==> src/rtl/arm_pkg.sv <==
`default_nettype none
// =============================================================================
// arm_pkg : shared datapath width, zero-register index and pipeline slot types
// Revision: 1.0
// =============================================================================
package arm_pkg;

    localparam int         DATA_W = 64;
    localparam logic [4:0] REG_ZR = 5'd31;

    typedef struct packed {
        logic       valid;
        logic       mem_read;
        logic       mem_write;
        logic       reg_write;
        logic       mem_to_reg;
        logic [4:0] rd;
    } ex_mem_ctrl_t;

    typedef struct packed {
        logic              valid;
        logic              reg_write;
        logic [4:0]        rd;
        logic [DATA_W-1:0] value;
    } mem_wb_t;

endpackage
`default_nettype wire

==> src/rtl/data_memory_array.sv <==
`default_nettype none
// =============================================================================
// data_memory_array : single-port DEPTH x DATA_W array, registered read-before-write
// Revision: 1.0
// =============================================================================
module data_memory_array #(
    parameter int DEPTH  = 64,
    parameter int ADDR_W = 6,
    parameter int DATA_W = 64
) (
    input  logic              clk,
    input  logic              we_i,
    input  logic              re_i,
    input  logic [ADDR_W-1:0] addr_i,
    input  logic [DATA_W-1:0] wdata_i,
    output logic [DATA_W-1:0] rdata_o
);

    logic [DATA_W-1:0] memory [DEPTH];
    logic [DATA_W-1:0] rdata_q;

    // Read samples the old word even when a write hits the same index this edge.
    always_ff @(posedge clk) begin
        if (re_i) begin
            rdata_q <= memory[addr_i];
        end
        if (we_i) begin
            memory[addr_i] <= wdata_i;
        end
    end

    assign rdata_o = rdata_q;

endmodule
`default_nettype wire

==> src/rtl/mem_access_stage.sv <==
`default_nettype none
// =============================================================================
// mem_access_stage : MEM pipeline stage executing LDUR/STUR, registers MEM/WB slot
// Optional macro DMEM_BOUNDS_CHECK_EN adds a sticky out-of-range `fault` output.
// Revision: 1.0
// =============================================================================
module mem_access_stage
    import arm_pkg::*;
#(
    parameter int DEPTH  = 64,
    parameter int ADDR_W = 6,
    parameter int DATA_W = arm_pkg::DATA_W
) (
    input  logic              clock,
    input  logic              reset,
    input  logic              ex_valid,
    input  logic              ex_mem_read,
    input  logic              ex_mem_write,
    input  logic              ex_reg_write,
    input  logic              ex_mem_to_reg,
    input  logic [4:0]        ex_rd,
    input  logic [DATA_W-1:0] ex_alu_result,
    input  logic [DATA_W-1:0] ex_store_data,
    input  logic              stall,
    input  logic              flush,
    output logic              wb_valid,
    output logic              wb_reg_write,
    output logic [4:0]        wb_rd,
    output logic [DATA_W-1:0] wb_value,
    output logic [DATA_W-1:0] wb_read_data,
`ifdef DMEM_BOUNDS_CHECK_EN
    output logic              fault,
`endif
    output logic [15:0]       store_count
);

    ex_mem_ctrl_t      w_ctrl;
    logic              w_act;
    logic              w_both;
    logic              w_oob;
    logic              w_store_en;
    logic              w_load_en;
    logic [DATA_W-1:0] w_rdata;
    logic [DATA_W-1:0] w_load_data;

    mem_wb_t           wb_d, wb_q;
    logic              mem_to_reg_d, mem_to_reg_q;
    logic              load_d, load_q;
    logic [15:0]       store_count_q;

    assign w_ctrl = '{valid:      ex_valid,
                      mem_read:   ex_mem_read,
                      mem_write:  ex_mem_write,
                      reg_write:  ex_reg_write,
                      mem_to_reg: ex_mem_to_reg,
                      rd:         ex_rd};

    assign w_act  = w_ctrl.valid & ~flush & ~stall;
    assign w_both = w_ctrl.mem_read & w_ctrl.mem_write;

`ifdef DMEM_BOUNDS_CHECK_EN
    assign w_oob = (w_ctrl.mem_read | w_ctrl.mem_write) & (ex_alu_result >= DATA_W'(DEPTH));
`else
    assign w_oob = 1'b0;
`endif

    // A combined read+write is executed as a store only.
    assign w_store_en = w_act & w_ctrl.mem_write & ~w_oob;
    assign w_load_en  = w_act & w_ctrl.mem_read & ~w_ctrl.mem_write & ~w_oob;

    data_memory_array #(
        .DEPTH  (DEPTH),
        .ADDR_W (ADDR_W),
        .DATA_W (DATA_W)
    ) u_mem (
        .clk     (clock),
        .we_i    (w_store_en & ~reset),
        .re_i    (w_load_en),
        .addr_i  (ex_alu_result[ADDR_W-1:0]),
        .wdata_i (ex_store_data),
        .rdata_o (w_rdata)
    );

    always_comb begin
        wb_d         = '0;
        mem_to_reg_d = 1'b0;
        load_d       = 1'b0;
        if (w_act) begin
            wb_d.valid     = 1'b1;
            wb_d.reg_write = w_ctrl.reg_write & (w_ctrl.rd != REG_ZR) & ~w_both & ~w_oob;
            wb_d.rd        = w_ctrl.rd;
            wb_d.value     = ex_alu_result;
            mem_to_reg_d   = w_ctrl.mem_to_reg;
            load_d         = w_load_en;
        end
    end

    always_ff @(posedge clock) begin
        if (reset) begin
            wb_q          <= '0;
            mem_to_reg_q  <= 1'b0;
            load_q        <= 1'b0;
            store_count_q <= '0;
        end else begin
            if (!stall) begin
                wb_q         <= wb_d;
                mem_to_reg_q <= mem_to_reg_d;
                load_q       <= load_d;
            end
            if (w_store_en) begin
                store_count_q <= store_count_q + 16'd1;
            end
        end
    end

`ifdef DMEM_BOUNDS_CHECK_EN
    logic fault_q;

    always_ff @(posedge clock) begin
        if (reset) begin
            fault_q <= 1'b0;
        end else if (w_act & w_oob) begin
            fault_q <= 1'b1;
        end
    end

    assign fault = fault_q;
`endif

    // The array's read register holds stale words between loads; load_q masks them.
    assign w_load_data  = load_q ? w_rdata : '0;
    assign wb_valid     = wb_q.valid;
    assign wb_reg_write = wb_q.reg_write;
    assign wb_rd        = wb_q.rd;
    assign wb_read_data = w_load_data;
    assign wb_value     = mem_to_reg_q ? w_load_data : wb_q.value;
    assign store_count  = store_count_q;

endmodule
`default_nettype wire

==> config.mk <==
export PLATFORM = sky130hd
export DESIGN_NAME = mem_access_stage
export DESIGN_NICKNAME = d
export VERILOG_FILES = /design/src/rtl/arm_pkg.sv /design/src/rtl/data_memory_array.sv /design/src/rtl/mem_access_stage.sv
export SDC_FILE = /design/constraint.sdc
export NUM_CORES = 2
export LEC_CHECK = 0
export BUFFER_PORTS_ARGS = -buffer_cell sky130_fd_sc_hd__buf_4
export CORE_MARGIN = 2
export CORE_UTILIZATION = 45
export DETAILED_ROUTE_END_ITERATION = 8
export PLACE_DENSITY_LB_ADDON = 0.05
export SLEW_MARGIN = 20
export SYNTH_ARGS = -nofsm -noshare
export SYNTH_HDL_FRONTEND = slang
export SYNTH_SLANG_ARGS = --single-unit
==> constraint.sdc <==
create_clock -name clock -period 5.7 [get_ports clock]
set_input_delay 0.285 -clock clock [delete_from_list [all_inputs] [get_ports clock]]
set_output_delay 0.285 -clock clock [all_outputs]
set_load 0.02 [all_outputs]
---- Yosys cells after proc, flatten, opt, wreduce, memory -nomap -nowiden ----
Memories as Yosys holds them, arrays and structs flattened. A register that Yosys moved wholly into a read port is not among the register bits.
Index checks and enable logic that the tools add are counted.
storage, ports and cells
  logic and storage cells ................. 31
  bits in writable memories ............... 4096
  register bits ........................... 89
  memories ................................ 1
  output and inout bits ................... 151
memory list
  memory        words  width  rd ports  clocked after Yosys merged registers in  wr ports  RTL line                 source
  u_mem.memory  64     64     1         1                                        1         data_memory_array.sv:19  logic [DATA_W-1:0] memory [DEPTH];
cells by class
  add/subtract/negate cells ............... 1
  equality and inequality tests ........... 1
  muxes and demuxes ....................... 7
  bitwise operators ....................... 14
operator list
  operator               count
  $mux 64                2
  $mux 71                1
  $add 16x1->16 const B  1
  $and 1x1->1            9
  $ne 5x5->1 const B     1
  $not 1->1              5
  $mux 1                 4

---- Longest topological paths before layout ----
  word-level depth ........................ 7
  gate-level depth with buffers ........... 13
  mapped depth without buffers ............ 6

---- Cells and area by module ----
Synthesis repeated with hierarchy kept, for this count alone.
second synthesis, totals
  cells, all modules ...................... 9103
  area total of the unflattened synthesis .. 160441.4 µm²
by module, submodules not included
  module             seq. area each (µm²)  cells an instance  times used  area each (µm²)
  data_memory_array  124919.8              8619               1           156093.5
  mem_access_stage   1781.7                484                1           4347.9

---- Least setup slack after synthesis ----
Ideal clock, no wire load.
  path type ............................... input-to-reg
  start point ............................. input port ex_alu_result[1]
  end point ............................... memory u_mem.memory[10][0] (enable)
  setup slack ............................. 0.652 ns
  stages on the path ...................... 9
  required time ........................... 5.213 ns
  path buffers ............................ 6
  arrival time ............................ 4.561 ns
  cells stage by stage .................... buf_4 > buf_6 > buf_6 > nor3b_1 > clkbuf_1 > buf_2 > buf_2 > nand2_1 > nor2_1
RTL lines
  item         RTL line                 source
  from (decl)  mem_access_stage.sv:22   input logic [DATA_W-1:0] ex_alu_result,
  to (decl)    data_memory_array.sv:19
No word-level cell before the write port.

==> results.sh <==
export IMPL_vdd_drop_max_mv=0.272
export IMPL_rows=221
export IMPL_finalPower_mw=67.0
export IMPL_clock_path_buffers=4
export IMPL_wl_met1_mm=251
export IMPL_wl_per_cell_um=42.2
export IMPL_skew_ps=50.7
export IMPL_hold_ws_ps=85.1
export IMPL_hp_class="in -> reg"
export IMPL_cts_tree="built"
export IMPL_synthSimpleGateAreaFrac_pct=2.49
export IMPL_ys_top_cells_by_count="edfxtp_1 (4160), mux2i_1 (669), nor2_1 (450), a21oi_1 (390), a221oi_1 (373)"
export IMPL_swShare_pct=22.4
export IMPL_tightest_slew_ps=1270
export IMPL_worstPathArrival_ps=4080
export IMPL_synth_area_leaders="edfxtp_1 (76%), mux2i_1 (4.1%), mux4_2 (3.3%)"
export IMPL_firstDrtPassIters=6
export IMPL_hpwl_mm=347
export IMPL_slowest_stage="buf_4"
export IMPL_ys_warnings_count=0
export IMPL_crit_fanout=45
export IMPL_portBuffers=292
export IMPL_drtIter0Drc=15500
export IMPL_start_util_pct=45.2
export IMPL_syn_nets=9096
export IMPL_numCtsBuffers=445
export IMPL_grt_max_degree=111
export IMPL_crit_required_ps=6350
export IMPL_placed_area_mm2=0.173
export IMPL_grtUsageTotal_pct=33.6
export IMPL_setup_viol=0
export IMPL_power_density_mw_per_mm2=353
export IMPL_cp_end_kind="flip-flop"
export IMPL_setup_tns_ps=0
export IMPL_fmax_mhz=292
export IMPL_drc_errors=0
export IMPL_drv_cap=0
export IMPL_async_flop_share_pct=0
export IMPL_muxShareOfSynthArea_pct=9.78
export IMPL_fin_crit_ps=3430
export IMPL_cts_resized=0
export IMPL_power_switching_mw=15.0
export IMPL_synth_edff_count=4160
export IMPL_p_leak_nw=61.6
export IMPL_synth_xor_xnor_area_share_pct=0.0589
export IMPL_grt_pass1_wl_mm=835
export IMPL_slew_headroom_pct=15.2
export IMPL_cts_max_level=5
export IMPL_ant_nets=0
export IMPL_area_growth_pct=16.1
export IMPL_wl_met2_mm=288
export IMPL_finalHoldViolCount=0
export IMPL_dr_total_vias=98200
export IMPL_layout_cells_non_filler=14900
export IMPL_synth_seq_cells=4249
export IMPL_post_route_period_util_pct=60.1
export IMPL_clock_sinks=4249
export IMPL_placedCellCount=13800
export IMPL_cp_cell_sequence="buf_8 -> buf_4 -> buf_12 -> buf_12 -> mux2_2 -> a221oi_1 -> a21oi_1 -> a221o_1 -> a21oi_1 -> nand4_1"
export IMPL_drv_slew=0
export IMPL_syn_area_mm2=0.164
export IMPL_grt_pass1_vias=93100
export IMPL_highest_layer="met5"
export IMPL_netlist_area_leader_share_pct=76.4
export IMPL_die_h_um=607
export IMPL_synthAdderAreaFrac_pct=0.00765
export IMPL_yosysSeqAreaShare_pct=77.5
export IMPL_pwr_share_seq_pct=51.3
export IMPL_start_kind="primary input"
export IMPL_gr_total_overflow=0
export IMPL_critPathMaxStageDelay_ps=430
export IMPL_final_cell_area_mm2=0.190
export IMPL_synth_ff_type="edfxtp_1"
export IMPL_vias_per_cell=6.59
export IMPL_post_route_cells_drive_above_1_share_pct=19.9
export IMPL_p_comb_share_pct=5.5
export IMPL_clock_latency_ps=1000
export IMPL_p_clk_share_pct=43.2
export IMPL_holdPathStages=2
export IMPL_cts_root_buf="clkbuf_16"
export IMPL_synth_top_family_by_area="multiplexers"
export IMPL_p_int_mw=51.9
export IMPL_synth_top_area_cell="edfxtp_1"
export IMPL_io_pins=293
export IMPL_synth_most_common_cell="edfxtp_1"
export IMPL_coreArea_mm2=0.362
export IMPL_fillerInstances=29100
export IMPL_avgSynthCellArea_um2=18.3
export IMPL_path_clk_slew_ps=60
export IMPL_synth_cells=8953
export IMPL_final_nets=9777
export IMPL_synth_compound_gate_area_share_pct=8.25
export IMPL_die_width_um=607
export IMPL_outcome="completed"
export IMPL_crit_type="in -> reg"
export IMPL_die_area_mm2=0.368
export IMPL_reg2reg_depth=6
export IMPL_antenna_found_initial=71
export IMPL_rsz0062_at_grt="false"
export IMPL_routed_wl_mm=628
export IMPL_gp_congestion=0.843
export IMPL_wl_met3_mm=66.2
export IMPL_synthDistinctLibCells=71
## sequential cells by signal, indices dropped and copies added (netlist names)
| name | count |
|---|---|
| load_q | 1 |
| mem_to_reg_q | 1 |
| u_mem.rdata_o | 64 |
| wb_q | 64 |
| store_count | 16 |
| u_mem.memory | 4096 |
| wb_valid | 1 |
| wb_reg_write | 1 |
| wb_rd | 5 |
## through the flow
stage	util, %	setup WS [ps]
2_1_floorplan	-	652
3_3_place_gp	47.9	1580
3_5_place_dp	47.9	1550
4_1_cts	52.4	2400
5_1_grt	52.4	2340
6_report	52.4	2270
## power groups by stage
stage / clock, mW / combinational, mW / sequential (mW)
2_1_floorplan: 0 / 1.67 / 35.0
3_3_place_gp: 0 / 3.46 / 35.0
3_5_place_dp: 0 / 3.50 / 35.0
4_1_cts: 29.2 / 3.61 / 34.4
5_1_grt: 30.4 / 3.77 / 34.3
6_report: 29.0 / 3.66 / 34.4
## what timing repair did
| action | CTS | global route |
|---|---|---|
| endpoints found under the hold margin | 4176 | 0 |
| buffers inserted | 0 | 0 |
| hold buffers | 185 | 0 |
## layout by cell type (no fill, tap or decap), types with 239 or more instances in the layout
cell / instances
edfxtp_1: 4160
mux2i_1: 669
buf_4: 576
clkbuf_16: 450
a21oi_1: 390
nor2_1: 377
a221oi_1: 373
mux2_2: 337
a22oi_1: 308
mux4_2: 242
o21ai_0: 239
## per-layer routing
layer / vias to the layer above / track usage [%]
met5: - / 0
met4: 18 / 10.9
met2: 6422 / 52.6
met1: 52400 / 47.5
li1: 38300 / -
met3: 1010 / 6.48
## cell families (layout without fill, tap and decap cells)
kind of cell	after synthesis	count (layout)
DFF	4249	4249
AOI/OAI and AO/OA	1910	1910
muxes	1252	1252
and+or+nand+nor	894	894
buffers and inverters	636	1693
xor gates and xnor gates	11	11
adders and majority gates	1	1
other	0	99
## area by class of cell
cell class                 instances  area (µm²)  area share (%)
antenna                           99         248           0.130
clock buffer                     538       11600            6.10
clock inverter                   285        2750            1.45
inverter                           6        45.0          0.0237
multi-input combinational       4068       34400            18.1
sequential                      4249      127000            66.7
tap                             4794        6000            3.16
timing repair buffer             864        8230            4.33
## worst max-delay path, delay by kind of cell
family / cells / cell delay [ps]
and+or+nand+nor: 1 / 210
muxes: 1 / 380
AOI/OAI and AO/OA: 4 / 1170
buffers and inverters: 4 / 1500
## worst paths after layout
check | startpoint | end | slack [ps]
worst max-delay path | ex_alu_result[2] | u_mem.rdata_o[2]$_DFFE_PP_ | 2270
worst min-delay path | ex_mem_read | u_mem.rdata_o[39]$_DFFE_PP_ | 90
worst max register to register | u_mem.memory[44][46]$_DFFE_PP_ | u_mem.rdata_o[46]$_DFFE_PP_ | 2780
worst min register to register | wb_q[33]$_SDFFE_PP0N_ | wb_q[33]$_SDFFE_PP0N_ | 510
Note: power is estimated with default switching activity, not from simulation.
